`config.mk`:
```
export PLATFORM = sky130hd
export DESIGN_NAME = vrf_read_issue
export DESIGN_NICKNAME = d
export VERILOG_FILES = /design/src/rtl/vrf_read_pkg.sv /design/src/rtl/vrf_read_resp_fifo.sv /design/src/rtl/vrf_read_issue.sv
export SDC_FILE = /design/constraint.sdc
export NUM_CORES = 1
export LEC_CHECK = 0
export ABC_CLOCK_PERIOD_IN_PS = 2250
export CAP_MARGIN = 20
export CORE_ASPECT_RATIO = 0.8
export CORE_UTILIZATION = 48
export CTS_CLUSTER_SIZE = 30
export DETAILED_ROUTE_END_ITERATION = 16
export PLACE_DENSITY_LB_ADDON = 0.05
export SETUP_SLACK_MARGIN = 0.4
export SYNTH_ARGS = -nofsm -noshare
export SYNTH_HDL_FRONTEND = slang
export SYNTH_SLANG_ARGS = --single-unit
```
`constraint.sdc`:
```
create_clock -name clock -period 2.25 [get_ports clock]
set_input_delay 0.45 -clock clock [delete_from_list [all_inputs] [get_ports clock]]
set_output_delay 0.45 -clock clock [all_outputs]
set_load 0.01 [all_outputs]
```
`src/rtl/vrf_read_pkg.sv`:
```
// Shared widths, the read tag carried alongside each VRF read, and the bank address packing.
package vrf_read_pkg;

  localparam int VS_W     = 5;
  localparam int OFFSET_W = 9;
  localparam int SOURCE_W = 4;
  localparam int INST_W   = 3;
  localparam int ADDR_W   = 14;
  localparam int TAG_W    = SOURCE_W + INST_W;

  typedef struct packed {
    logic [SOURCE_W-1:0] read_source;
    logic [INST_W-1:0]   instruction_index;
  } read_tag_t;

  function automatic logic [ADDR_W-1:0] make_addr(
    input logic [VS_W-1:0]     vs,
    input logic [OFFSET_W-1:0] offset
  );
    return {vs, offset};
  endfunction

endpackage

```
`src/rtl/vrf_read_resp_fifo.sv`:
```
// Response FIFO: DEPTH entries of W bits, registered output, pointers wrap modulo DEPTH
// (DEPTH need not be a power of two). Push on a full FIFO or pop on an empty one is ignored.
module vrf_read_resp_fifo
  import vrf_read_pkg::*;
#(
  parameter int DEPTH = 4,
  parameter int W     = 8,
  localparam int CNT_W = $clog2(DEPTH + 1),
  localparam int PTR_W = (DEPTH > 1) ? $clog2(DEPTH) : 1
) (
  input  logic             clock,
  input  logic             reset,
  input  logic             push,
  input  logic [W-1:0]     push_data,
  input  logic             pop,
  output logic [W-1:0]     pop_data,
  output logic             not_empty,
  output logic [CNT_W-1:0] count
);

  logic [W-1:0]     mem [DEPTH];
  logic [PTR_W-1:0] wr_ptr;
  logic [PTR_W-1:0] rd_ptr;
  logic             do_push;
  logic             do_pop;

  function automatic logic [PTR_W-1:0] next_ptr(input logic [PTR_W-1:0] p);
    return (p == PTR_W'(DEPTH - 1)) ? '0 : p + PTR_W'(1);
  endfunction

  assign not_empty = (count != '0);
  assign do_push   = push & (count != CNT_W'(DEPTH));
  assign do_pop    = pop & not_empty;
  assign pop_data  = mem[rd_ptr];

  always_ff @(posedge clock) begin
    if (reset) begin
      wr_ptr <= '0;
      rd_ptr <= '0;
      count  <= '0;
    end else begin
      if (do_push) wr_ptr <= next_ptr(wr_ptr);
      if (do_pop)  rd_ptr <= next_ptr(rd_ptr);
      case ({do_push, do_pop})
        2'b10:   count <= count + CNT_W'(1);
        2'b01:   count <= count - CNT_W'(1);
        default: count <= count;
      endcase
    end
  end

  // Storage carries no reset: contents are only observed behind the count.
  always_ff @(posedge clock) begin
    if (do_push) mem[wr_ptr] <= push_data;
  end

endmodule

```
`src/rtl/vrf_read_issue.sv`:
```
// Issues arbitrated VRF reads, tracks them through the bank latency and buffers tagged data.
// Optional VRF_READ_BYPASS_EN: returning data skips an empty FIFO and is presented the same cycle.
module vrf_read_issue
  import vrf_read_pkg::*;
#(
  parameter int DATA_W       = 32,
  parameter int READ_LATENCY = 2,
  parameter int RESP_DEPTH   = 4
) (
  input  logic                clock,
  input  logic                reset,
  input  logic                io_req_valid,
  output logic                io_req_ready,
  input  logic [VS_W-1:0]     io_req_bits_vs,
  input  logic [OFFSET_W-1:0] io_req_bits_offset,
  input  logic [SOURCE_W-1:0] io_req_bits_readSource,
  input  logic [INST_W-1:0]   io_req_bits_instructionIndex,
  input  logic                io_vrfBlock,
  output logic                io_vrf_readEn,
  output logic [ADDR_W-1:0]   io_vrf_addr,
  input  logic [DATA_W-1:0]   io_vrf_readData,
  output logic                io_resp_valid,
  input  logic                io_resp_ready,
  output logic [DATA_W-1:0]   io_resp_bits_data,
  output logic [SOURCE_W-1:0] io_resp_bits_readSource,
  output logic [INST_W-1:0]   io_resp_bits_instructionIndex
);

  localparam int CNT_W = $clog2(RESP_DEPTH + 1);
  localparam int PAY_W = DATA_W + TAG_W;
  localparam logic [CNT_W:0] DEPTH_C = (CNT_W + 1)'(RESP_DEPTH);

  logic                    fire;
  read_tag_t               req_tag;
  logic [READ_LATENCY-1:0] pipe_valid;
  read_tag_t               pipe_tag [READ_LATENCY];
  logic                    tail_valid;
  read_tag_t               tail_tag;
  logic [CNT_W-1:0]        inflight;
  logic [CNT_W-1:0]        fifo_count;
  logic [CNT_W:0]          used;
  logic                    fifo_push;
  logic                    fifo_pop;
  logic                    fifo_valid;
  logic [PAY_W-1:0]        fifo_out;
  logic [DATA_W-1:0]       fifo_data;
  read_tag_t               fifo_tag;

  // Handshakes: a transfer happens on a rising edge where valid & ready are both 1. req_ready
  // never looks at req_valid or resp_ready; resp_valid/bits hold until resp_ready takes them.
  // A credit freed by a same-cycle dequeue is only usable the following cycle.
  assign used         = {1'b0, inflight} + {1'b0, fifo_count};
  assign io_req_ready = ~io_vrfBlock & (used < DEPTH_C);
  assign fire         = io_req_valid & io_req_ready;

  assign io_vrf_readEn = fire;
  assign io_vrf_addr   = make_addr(io_req_bits_vs, io_req_bits_offset);

  assign req_tag.read_source       = io_req_bits_readSource;
  assign req_tag.instruction_index = io_req_bits_instructionIndex;

  always_ff @(posedge clock) begin
    if (reset) begin
      pipe_valid <= '0;
    end else begin
      pipe_valid[0] <= fire;
      for (int i = 1; i < READ_LATENCY; i++) pipe_valid[i] <= pipe_valid[i-1];
    end
  end

  always_ff @(posedge clock) begin
    if (fire) pipe_tag[0] <= req_tag;
    for (int i = 1; i < READ_LATENCY; i++) pipe_tag[i] <= pipe_tag[i-1];
  end

  assign tail_valid = pipe_valid[READ_LATENCY-1];
  assign tail_tag   = pipe_tag[READ_LATENCY-1];

  // Running count of valid pipe stages; kept as a counter so the credit compare is shallow.
  always_ff @(posedge clock) begin
    if (reset) begin
      inflight <= '0;
    end else begin
      case ({fire, tail_valid})
        2'b10:   inflight <= inflight + CNT_W'(1);
        2'b01:   inflight <= inflight - CNT_W'(1);
        default: inflight <= inflight;
      endcase
    end
  end

  vrf_read_resp_fifo #(
    .DEPTH (RESP_DEPTH),
    .W     (PAY_W)
  ) u_resp_fifo (
    .clock     (clock),
    .reset     (reset),
    .push      (fifo_push),
    .push_data ({io_vrf_readData, tail_tag}),
    .pop       (fifo_pop),
    .pop_data  (fifo_out),
    .not_empty (fifo_valid),
    .count     (fifo_count)
  );

  assign {fifo_data, fifo_tag} = fifo_out;
  assign fifo_pop = fifo_valid & io_resp_ready;

`ifdef VRF_READ_BYPASS_EN
  logic bypass;

  // Only an empty FIFO may be bypassed, so issue order is preserved.
  assign bypass        = tail_valid & ~fifo_valid;
  assign fifo_push     = tail_valid & ~(bypass & io_resp_ready);
  assign io_resp_valid = fifo_valid | bypass;
  assign io_resp_bits_data             = bypass ? io_vrf_readData : fifo_data;
  assign io_resp_bits_readSource       = bypass ? tail_tag.read_source : fifo_tag.read_source;
  assign io_resp_bits_instructionIndex = bypass ? tail_tag.instruction_index
                                                : fifo_tag.instruction_index;
`else
  assign fifo_push     = tail_valid;
  assign io_resp_valid = fifo_valid;
  assign io_resp_bits_data             = fifo_data;
  assign io_resp_bits_readSource       = fifo_tag.read_source;
  assign io_resp_bits_instructionIndex = fifo_tag.instruction_index;
`endif

  a_inflight_matches_pipe : assert property (@(posedge clock) disable iff (reset)
    inflight == CNT_W'($countones(pipe_valid)));

  a_no_push_when_full : assert property (@(posedge clock) disable iff (reset)
    !(fifo_push && fifo_count == CNT_W'(RESP_DEPTH)));

endmodule

```
==> flow_metrics.env, run 1 <==
export IMPL_slew_viol_final=0
export IMPL_min_delay_worst_endpoint="pipe_tag[0][13]"
export IMPL_seqPwrFrac_pct=50.6
export IMPL_area_growth_pct=29.2
export IMPL_cts_buffer_depth=2
export IMPL_cts_num_sinks=184
export IMPL_hold_start="pipe_tag[0][6]"
export IMPL_cp_start_kind="flop"
export IMPL_synth_area_mm2=0.00682
export IMPL_power_density_mw_per_mm2=852
export IMPL_pwr_share_clk_pct=37.4
export IMPL_drc=0
export IMPL_clock_fmax_mhz=458
export IMPL_peakVddDrop_mv=0.683
export IMPL_period_needed_ns=2.18
export IMPL_syn_avg_cell_area_um2=21.9
export IMPL_power_switching_mw=1.57
export IMPL_drive_gt1_share_pct=38.2
export IMPL_synth_area_leaders="edfxtp_1, mux4_2, dfxtp_1"
export IMPL_critPathArrivalTime_ns=1.73
export IMPL_seq_area_frac_synth_pct=77.9
export IMPL_pre_cts_ws_ns=-0.212
export IMPL_ios=114
export IMPL_post_drt_wl_per_cell_um=19.7
export IMPL_ys_types=30
export IMPL_clkSlewWorstSetupHoldPaths_ns=0.06
export IMPL_grt_pass1_vias=3404
export IMPL_tightest_slew_ns=0.644
export IMPL_via_count=3250
export IMPL_firstDrtPassIters=4
export IMPL_core_area_mm2=0.0137
export IMPL_die_y_um=109
export IMPL_crit_type="flop to primary output"
export IMPL_finalSetupViolations=0
export IMPL_worstHoldPathCells=0
export IMPL_r2r_start="u_resp_fifo.count[1]"
export IMPL_die_w_um=135
export IMPL_wl_um=12100
export IMPL_cts_buffers=17
export IMPL_synth_top_area_share_pct=71.7
export IMPL_routabilityCongestion=0.662
export IMPL_ys_seq_elements=184
export IMPL_r2r_end="inflight[2]"
export IMPL_ys_warn_count=0
export IMPL_dp_hpwl_um=6970
export IMPL_finalWorstSetupSlack_ns=0.0673
export IMPL_grt_use_total_pct=17.7
export IMPL_power_frac_comb_pct=11.9
export IMPL_p_int_mw=5.94
export IMPL_antenna_found_initial=0
export IMPL_synth_nets=380
export IMPL_timing_reg2reg_setup_slack_ns=0.08
export IMPL_finalCritPeriodShare_pct=97.0
export IMPL_endpoint_kind="primary output"
export IMPL_antenna_cells=0
export IMPL_min_path_type="flop to flop"
export IMPL_status="finished clean"
export IMPL_rsz0062_at_grt="yes"
export IMPL_io_buffers=85
export IMPL_cts_tree="built"
export IMPL_place_inst=566
export IMPL_insertion_delay_ns=0.42
export IMPL_ff2ff_path_depth=10
export IMPL_hold_violations=0
export IMPL_final_core_util_pct=64.4
export IMPL_yosysTopAreaCell="edfxtp_1"
export IMPL_ant_nets=0
export IMPL_die_area_mm2=0.0147
export IMPL_cts_root_buf="clkbuf_16"
export IMPL_cts_hold_buf=0
export IMPL_worstPathMaxFanout=5
export IMPL_p_leak_nw=2.94
export IMPL_instances_no_fill=614
export IMPL_holdWs_ns=0.343
export IMPL_synth_cells=311
export IMPL_design_area_mm2=0.00881
export IMPL_drtIter0Drc=222
export IMPL_critPathRequiredTime_ns=1.80
export IMPL_num_rows=38
export IMPL_sw_frac_of_total_pct=20.9
export IMPL_fin_worst_skew_ns=0.00731
export IMPL_setup_tns_ns=0
export IMPL_finalPower_mw=7.51
export IMPL_timing_max_cap_violations=0
export IMPL_dpl_cell_area_mm2=0.00793
export IMPL_viasPerCell=5.29
export IMPL_grt_max_degree=40
export IMPL_fin_nets=490
export IMPL_htree_levels=4
export IMPL_start_util_pct=49.8
export IMPL_grt_pass1_wl_um=18400
export IMPL_overflow=0
export IMPL_fillers=944
export IMPL_slew_headroom_pct=57.0
==> synthesized netlist by cell type <==
master / number
nor3_1: 1
nor2_1: 8
and2_4: 1
edfxtp_1: 163
clkbuf_1: 2
fa_1: 2
nand3_1: 3
ha_1: 9
a21oi_1: 5
and2_1: 1
nand2b_1: 2
buf_4: 16
dfxtp_1: 21
buf_2: 2
or3_2: 1
mux4_2: 39
o31ai_1: 1
nand2_1: 1
or3_1: 3
inv_1: 11
xor2_1: 4
o21ai_0: 2
o31ai_2: 1
mux2i_1: 2
and3_2: 4
nor2b_1: 1
nor4_1: 1
buf_6: 2
buf_1: 1
or3b_4: 1
==> cells by family after synthesis <==
group / share of synthesized area [%]
flip-flops: 77.9
buffers and inverters: 3.01
adder cells (fa/ha/maj): 2.24
AO/OA/AOI/OAI: 0.807
AND/OR/NAND/NOR: 2.37
XOR/XNOR: 0.513
multiplexers: 13.2
==> area by class of cell <==
| type | instances | area (um^2) | share of cell area (%) |
|---|---|---|---|
| Multi-Input combinational cell | 93 | 1420 | 16.1 |
| Tap cell | 180 | 225 | 2.56 |
| Clock buffer | 26 | 531 | 6.02 |
| Inverter | 11 | 53.8 | 0.610 |
| Clock inverter | 6 | 33.8 | 0.383 |
| Timing Repair Buffer | 114 | 1220 | 13.9 |
| Sequential cell | 184 | 5330 | 60.5 |
==> placed cells by master (no fill, tap or decap), types with 2 or more instances in the layout <==
master             n
inv_4              3
mux2i_1            2
clkinv_2           3
o21ai_0            2
dfxtp_2            2
buf_12             6
nand2b_1           2
inv_1              7
buf_6             38
ha_1               5
clkbuf_1           3
inv_2              3
buf_2              8
buf_8              2
fa_2               2
dfxtp_4            4
buf_4             13
clkdlybuf4s50_1   43
ha_4               4
edfxtp_1         163
or3_1              3
clkbuf_8           5
and3_4             3
a21oi_1            4
nor2_1             8
clkbuf_16         18
xor2_1             4
dfxtp_1           15
nand3_4            2
mux4_2            39
buf_16             2
==> worst max-delay path, cell delays in order (launching register included) <==
cell and delay (ns):
dfxtp_4 0.38, buf_6 0.13, buf_16 0.12, mux4_2 0.54, buf_6 0.15
==> power by group through the flow <==
stage | registers (mW) | clock network [mW] | logic (mW)
after global routing | 3.81 | 2.99 | 0.960
after global placement | 3.88 | 0 | 0.745
final | 3.80 | 2.81 | 0.896
after detailed placement | 3.88 | 0 | 0.757
after floorplan | 3.86 | 0 | 0.412
after CTS | 3.80 | 2.85 | 0.845
==> flip-flops by register name, summed over array words and instances, names as in the netlist, named ones only <==
signal	count
u_resp_fifo.wr_ptr	2
u_resp_fifo.count	3
inflight	3
u_resp_fifo.rd_ptr	2
pipe_tag	14
u_resp_fifo.mem	156
pipe_valid	2
==> timing repair <==
item	in CTS	in global routing
setup buffers	12	2
gates cloned	2	0
resized for setup	208	26
endpoints found under the setup margin	164	47
pin swaps	10	8
==> how the worst max path moves through the flow <==
stage                               startpoint                         end  slack [ns]  depth (start not counted)
final                                     flop  io_resp_bits_readSource[1]        0.07                          4
after global routing                      flop  io_resp_bits_readSource[1]      -0.007                          4
after CTS                                 flop  io_resp_bits_readSource[2]        0.04                          4
after detailed placement           io_vrfBlock               io_vrf_readEn       -0.21                          5
after global placement             io_vrfBlock               io_vrf_readEn       -0.20                          5
after floorplan           u_resp_fifo.count[1]        u_resp_fifo.count[2]        0.17                          9
==> metal layers <==
| layer | global-route usage (%) | wire, um |
|---|---|---|
| met3 | 4.60 | 432 |
| met2 | 29.2 | 6130 |
| met1 | 22.3 | 5340 |
| met4 | 7.87 | 219 |
| met5 | 0 | 0 |
(Power assumes the default switching activity.)
==> inputs of run 2 (changes only) <==
--- a/config.mk
+++ b/config.mk
@@ -5,8 +5,8 @@
 export SDC_FILE = /design/constraint.sdc
 export NUM_CORES = 1
 export LEC_CHECK = 0
+export ABC_AREA = 1
 export ABC_CLOCK_PERIOD_IN_PS = 2250
-export CAP_MARGIN = 20
 export CORE_ASPECT_RATIO = 0.8
 export CORE_UTILIZATION = 48
 export CTS_CLUSTER_SIZE = 30
==> flow_metrics.env, run 2 <==
export IMPL_met1Wirelength_um=6820
export IMPL_multi_input_area_mm2=0.00171
export IMPL_synth_cells=512
export IMPL_power_density_mw_per_mm2=1060
export IMPL_io_buffers=85
export IMPL_drtIter0Drc=258
export IMPL_die_area_mm2=0.0151
export IMPL_clock_fmax_mhz=483
export IMPL_grt_pass1_vias=4287
export IMPL_dpl_cell_area_mm2=0.00819
export IMPL_area_growth_pct=34.1
export IMPL_grt_use_total_pct=21.4
export IMPL_routabilityCongestion=0.703
export IMPL_final_common_cell="edfxtp_1"
export IMPL_synthArstFlopShare_pct=0
export IMPL_antenna_cells=0
export IMPL_fillers=1020
export IMPL_top_layer_used="met4"
export IMPL_post_drt_wl_per_cell_um=18.3
export IMPL_design_area_mm2=0.00943
export IMPL_ant_nets=0
export IMPL_final_core_util_pct=65.9
export IMPL_die_y_um=110
export IMPL_rsz0062_at_grt="yes"
export IMPL_cts_hold_buf=0
export IMPL_cts_num_sinks=184
export IMPL_met3_length_um=716
export IMPL_largest_reg_flops=156
export IMPL_ys_seq_elements=184
export IMPL_synth_common_cells="edfxtp_1, nor2_1, o21ai_0"
export IMPL_die_w_um=137
export IMPL_layout_common_cells="edfxtp_1, nor2_1, clkdlybuf4s50_1"
export IMPL_dr_wl_met2_um=7390
export IMPL_min_path_type="flop to flop"
export IMPL_htree_levels=4
export IMPL_synth_top_area_share_pct=69.6
export IMPL_synth_nets=581
export IMPL_yosysMostFrequentCell="edfxtp_1"
export IMPL_cp_start_kind="flop"
export IMPL_cts_root_buf="clkbuf_16"
export IMPL_period_needed_ns=2.07
export IMPL_holdWs_ns=0.343
export IMPL_cts_tree="built"
export IMPL_overflow=0
export IMPL_viasPerCell=5.30
export IMPL_finalCritPeriodShare_pct=92.1
export IMPL_timing_max_cap_violations=0
export IMPL_wl_um=15200
export IMPL_grt_pass1_wl_um=23100
export IMPL_regArea_mm2=0.00533
export IMPL_critPathRequiredTime_ns=1.80
export IMPL_fin_nets=702
export IMPL_endpoint_kind="primary output"
export IMPL_worstPathMaxFanout=8
export IMPL_cts_buffer_depth=2
export IMPL_synth_area_leaders="edfxtp_1, dfxtp_1, o21ai_0"
export IMPL_syn_avg_cell_area_um2=13.7
export IMPL_status="finished clean"
export IMPL_slew_headroom_pct=75.9
export IMPL_p_leak_nw=3.35
export IMPL_antenna_found_initial=0
export IMPL_core_area_mm2=0.0143
export IMPL_num_rows=39
export IMPL_grt_max_degree=40
export IMPL_cts_buffers=17
export IMPL_crit_type="flop to primary output"
export IMPL_tightest_slew_ns=0.360
export IMPL_synth_edf_count=163
export IMPL_start_util_pct=49.2
export IMPL_fin_worst_skew_ns=0.0166
export IMPL_via_count=4398
export IMPL_hold_violations=0
export IMPL_clkSlewWorstSetupHoldPaths_ns=0.07
export IMPL_drc=0
export IMPL_reg_top3="u_resp_fifo.mem x156, pipe_tag x14"
export IMPL_seq_area_frac_synth_pct=75.6
export IMPL_peakVddDrop_mv=0.630
export IMPL_ios=114
export IMPL_ys_types=27
export IMPL_regMostFlops="u_resp_fifo.mem"
export IMPL_synth_area_mm2=0.00703
export IMPL_finalSetupViolations=0
export IMPL_ys_warn_count=0
export IMPL_insertion_delay_ns=0.43
export IMPL_dp_hpwl_um=8260
export IMPL_firstDrtPassIters=4
export IMPL_drive_gt1_share_pct=34.2
export IMPL_critPathArrivalTime_ns=1.62
export IMPL_ys_flop_type="edfxtp_1"
export IMPL_slew_viol_final=0
export IMPL_yosysTopAreaCell="edfxtp_1"
run 2: per-layer routing:
layer,vias to the layer above,GRT usage [%]
met5,-,0
met4,0,8.71
met3,25,5.99
met2,109,34.0
met1,2164,27.9
li1,2100,-
run 2: timing repair:
| action | CTS | global route |
|---|---|---|
| cloned | 10 | 1 |
| buffers inserted | 15 | 2 |
| resized for setup | 249 | 96 |
| pin swaps | 40 | 33 |
| endpoints found under the setup margin | 44 | 49 |
run 2: worst max-delay path: stages (launching register included):
cell,delay [ns]
dfxtp_4,0.36
buf_12,0.15
inv_16,0.09
buf_4,0.16
nor2_1,0.06
o22ai_1,0.20
buf_2,0.17
run 2: area by class of cell:
cell class                 count  area share, %
sequential                   184           56.5
tap                          184           2.44
timing repair inverter         1         0.0664
clock buffer                  17           4.51
multi-input combinational    264           18.2
timing repair buffer         140           15.5
inverter                      25           1.22
clock inverter                15           1.51
run 2: final timing paths:
kind	startpoint	endpoint	slack [ns]	depth (start not counted)
max	flop	io_resp_bits_data[9]	0.18	6
min reg2reg	pipe_tag[0][5]	pipe_tag[0][12]	0.34	0
min	pipe_tag[0][5]	pipe_tag[0][12]	0.34	0
max reg2reg	u_resp_fifo.count[1]	inflight[2]	0.41	14
run 2: metrics by stage:
step / setup TNS (ns) / setup slack (ns) / total power [mW] / cells
6_report: 0 / 0.179 / 10.0 / 830
5_1_grt: 0 / 0.108 / 10.5 / 830
4_1_cts: 0 / 0.152 / 9.68 / 827
3_5_place_dp: -0.0662 / -0.0551 / 6.50 / 770
3_3_place_gp: -0.0661 / -0.0661 / 6.45 / 770
2_1_floorplan: 0 / 0.180 / 5.27 / 512
run 2: power by group:
group	leakage, nW	switching [mW]	total [mW]	internal, mW
registers	1.65	0.0853	3.92	3.83
clock network	0.269	1.30	2.85	1.55
logic	1.44	1.71	3.25	1.54
run 2: cell families after synthesis:
logic type                 Yosys count  share of synthesized area (%)
DFF                                184                           75.6
AOI/OAI and AO/OA                  127                           9.77
and+or+nand+nor                    126                           7.03
buffers and inverters               64                           5.44
adders and majority gates           11                           2.17
==> inputs of run 3 (changes only) <==
--- a/config.mk
+++ b/config.mk
@@ -12,7 +12,6 @@
 export CTS_CLUSTER_SIZE = 30
 export DETAILED_ROUTE_END_ITERATION = 16
 export PLACE_DENSITY_LB_ADDON = 0.05
-export SETUP_SLACK_MARGIN = 0.4
 export SYNTH_ARGS = -nofsm -noshare
 export SYNTH_HDL_FRONTEND = slang
 export SYNTH_SLANG_ARGS = --single-unit
==> flow_metrics.env, run 3 (same netlist as run 2, synthesis figures left out) <==
export IMPL_status="complete, but fails checks"
export IMPL_failed_checks="negative setup slack"
export IMPL_drive_gt1_share_pct=12.4
export IMPL_period_needed_ns=2.31
export IMPL_tightest_slew_ns=0.413
export IMPL_regArea_mm2=0.00532
export IMPL_slew_headroom_pct=72.5
export IMPL_grt_use_total_pct=18.7
export IMPL_cp_start_kind="flop"
export IMPL_cts_hold_buf=0
export IMPL_finalPower_mw=9.31
export IMPL_endpoint_kind="primary output"
export IMPL_antenna_found_initial=0
export IMPL_clock_fmax_mhz=433
export IMPL_critPathRequiredTime_ns=1.80
export IMPL_insertion_delay_ns=0.42
export IMPL_post_drt_wl_per_cell_um=16.9
export IMPL_overflow=0
export IMPL_grt_max_degree=29
export IMPL_io_buffers=85
export IMPL_final_common_cell="edfxtp_1"
export IMPL_cts_buffer_depth=2
export IMPL_layout_common_cells="edfxtp_1, nor2_1, o21ai_0"
export IMPL_drtIter0Drc=262
export IMPL_grt_pass1_wl_um=20400
export IMPL_start_util_pct=49.2
export IMPL_via_count=4170
export IMPL_min_path_type="flop to flop"
export IMPL_multi_input_area_mm2=0.00138
export IMPL_largest_reg_flops=156
export IMPL_dp_hpwl_um=8370
export IMPL_grt_pass1_vias=3998
export IMPL_met3_length_um=598
export IMPL_ios=114
export IMPL_fin_worst_skew_ns=0.00533
export IMPL_routabilityCongestion=0.710
export IMPL_wl_um=13600
export IMPL_num_rows=39
export IMPL_finalWorstSetupSlack_ns=-0.0608
export IMPL_area_growth_pct=26.4
export IMPL_design_area_mm2=0.00889
export IMPL_worstPathMaxFanout=20
export IMPL_antenna_cells=0
export IMPL_rsz0062_at_grt="yes"
export IMPL_fin_nets=679
export IMPL_drc=0
export IMPL_timing_max_cap_violations=0
export IMPL_slew_viol_final=0
export IMPL_critPathArrivalTime_ns=1.86
export IMPL_power_density_mw_per_mm2=1050
export IMPL_p_leak_nw=3.36
export IMPL_ant_nets=0
export IMPL_reg_top3="u_resp_fifo.mem x156, pipe_tag x14"
export IMPL_die_y_um=110
export IMPL_cts_root_buf="clkbuf_16"
export IMPL_top_layer_used="met4"
export IMPL_viasPerCell=5.17
export IMPL_dr_wl_met2_um=6570
export IMPL_htree_levels=4
export IMPL_crit_type="flop to primary output"
export IMPL_die_area_mm2=0.0151
export IMPL_hold_violations=0
export IMPL_firstDrtPassIters=5
export IMPL_fillers=1114
export IMPL_regMostFlops="u_resp_fifo.mem"
export IMPL_peakVddDrop_mv=0.719
export IMPL_timing_reg2reg_setup_slack_ns=0.23
export IMPL_core_area_mm2=0.0143
export IMPL_finalSetupViolations=2
export IMPL_dpl_cell_area_mm2=0.00813
export IMPL_holdWs_ns=0.341
export IMPL_die_w_um=137
export IMPL_met1Wirelength_um=6170
export IMPL_cts_num_sinks=184
export IMPL_cts_buffers=17
export IMPL_clkSlewWorstSetupHoldPaths_ns=0.06
export IMPL_finalCritPeriodShare_pct=103
export IMPL_cts_tree="built"
## run 3: metrics by stage
step	utilization [%]	setup slack [ns]	instances	setup TNS, ns
finish	62.2	-0.0608	807	-0.0695
global route	62.2	-0.139	807	-0.310
CTS	60.8	-0.237	801	-6.16
detailed placement	56.8	-0.101	769	-0.126
global placement	56.8	-0.115	769	-0.115
floorplan	-	-0.448	512	-69.81
## run 3: timing repair
| action | CTS | global route |
|---|---|---|
| pin swaps | 1 | 4 |
| cloned | 0 | 2 |
| resized for setup | 15 | 59 |
| buffers inserted | 0 | 4 |
| endpoints found under the setup margin | 41 | 35 |
## run 3: path summary, 6_finish.rpt
check / depth (start not counted) / startpoint / endpoint
setup reg to reg: 14 / u_resp_fifo.count[1] / inflight[2]
setup / recovery: 4 / flop / io_resp_bits_data[12]
hold reg to reg: 0 / pipe_tag[0][0] / pipe_tag[0][7]
hold / removal: 0 / pipe_tag[0][0] / pipe_tag[0][7]
## run 3: critical path, cell delays in order (launching register included)
cell and delay, ns:
dfxtp_4 0.44, buf_8 0.19, o21ai_0 0.10, o22ai_1 0.15, clkdlybuf4s50_1 0.56
## run 3: cell type report
class,instances,area share (%)
clock buffer,21,4.96
sequential,184,59.9
timing repair inverter,1,0.0986
clock inverter,11,1.46
inverter,25,1.20
multi-input combinational,264,15.5
timing repair buffer,117,14.3
tap,184,2.59
## run 3: report_power, final
group          leakage [nW]  total, mW  switching, mW  internal [mW]
Clock                 0.267       2.86           1.13           1.73
Sequential             1.65       3.92         0.0878           3.83
Combinational          1.44       2.54           1.32           1.22
## run 3: metal layers
layer / vias to the layer above / global-route usage, %
met5: - / 0
met4: 0 / 8.56
met3: 27 / 4.89
met2: 86 / 30.6
met1: 2020 / 23.6
li1: 2037 / -
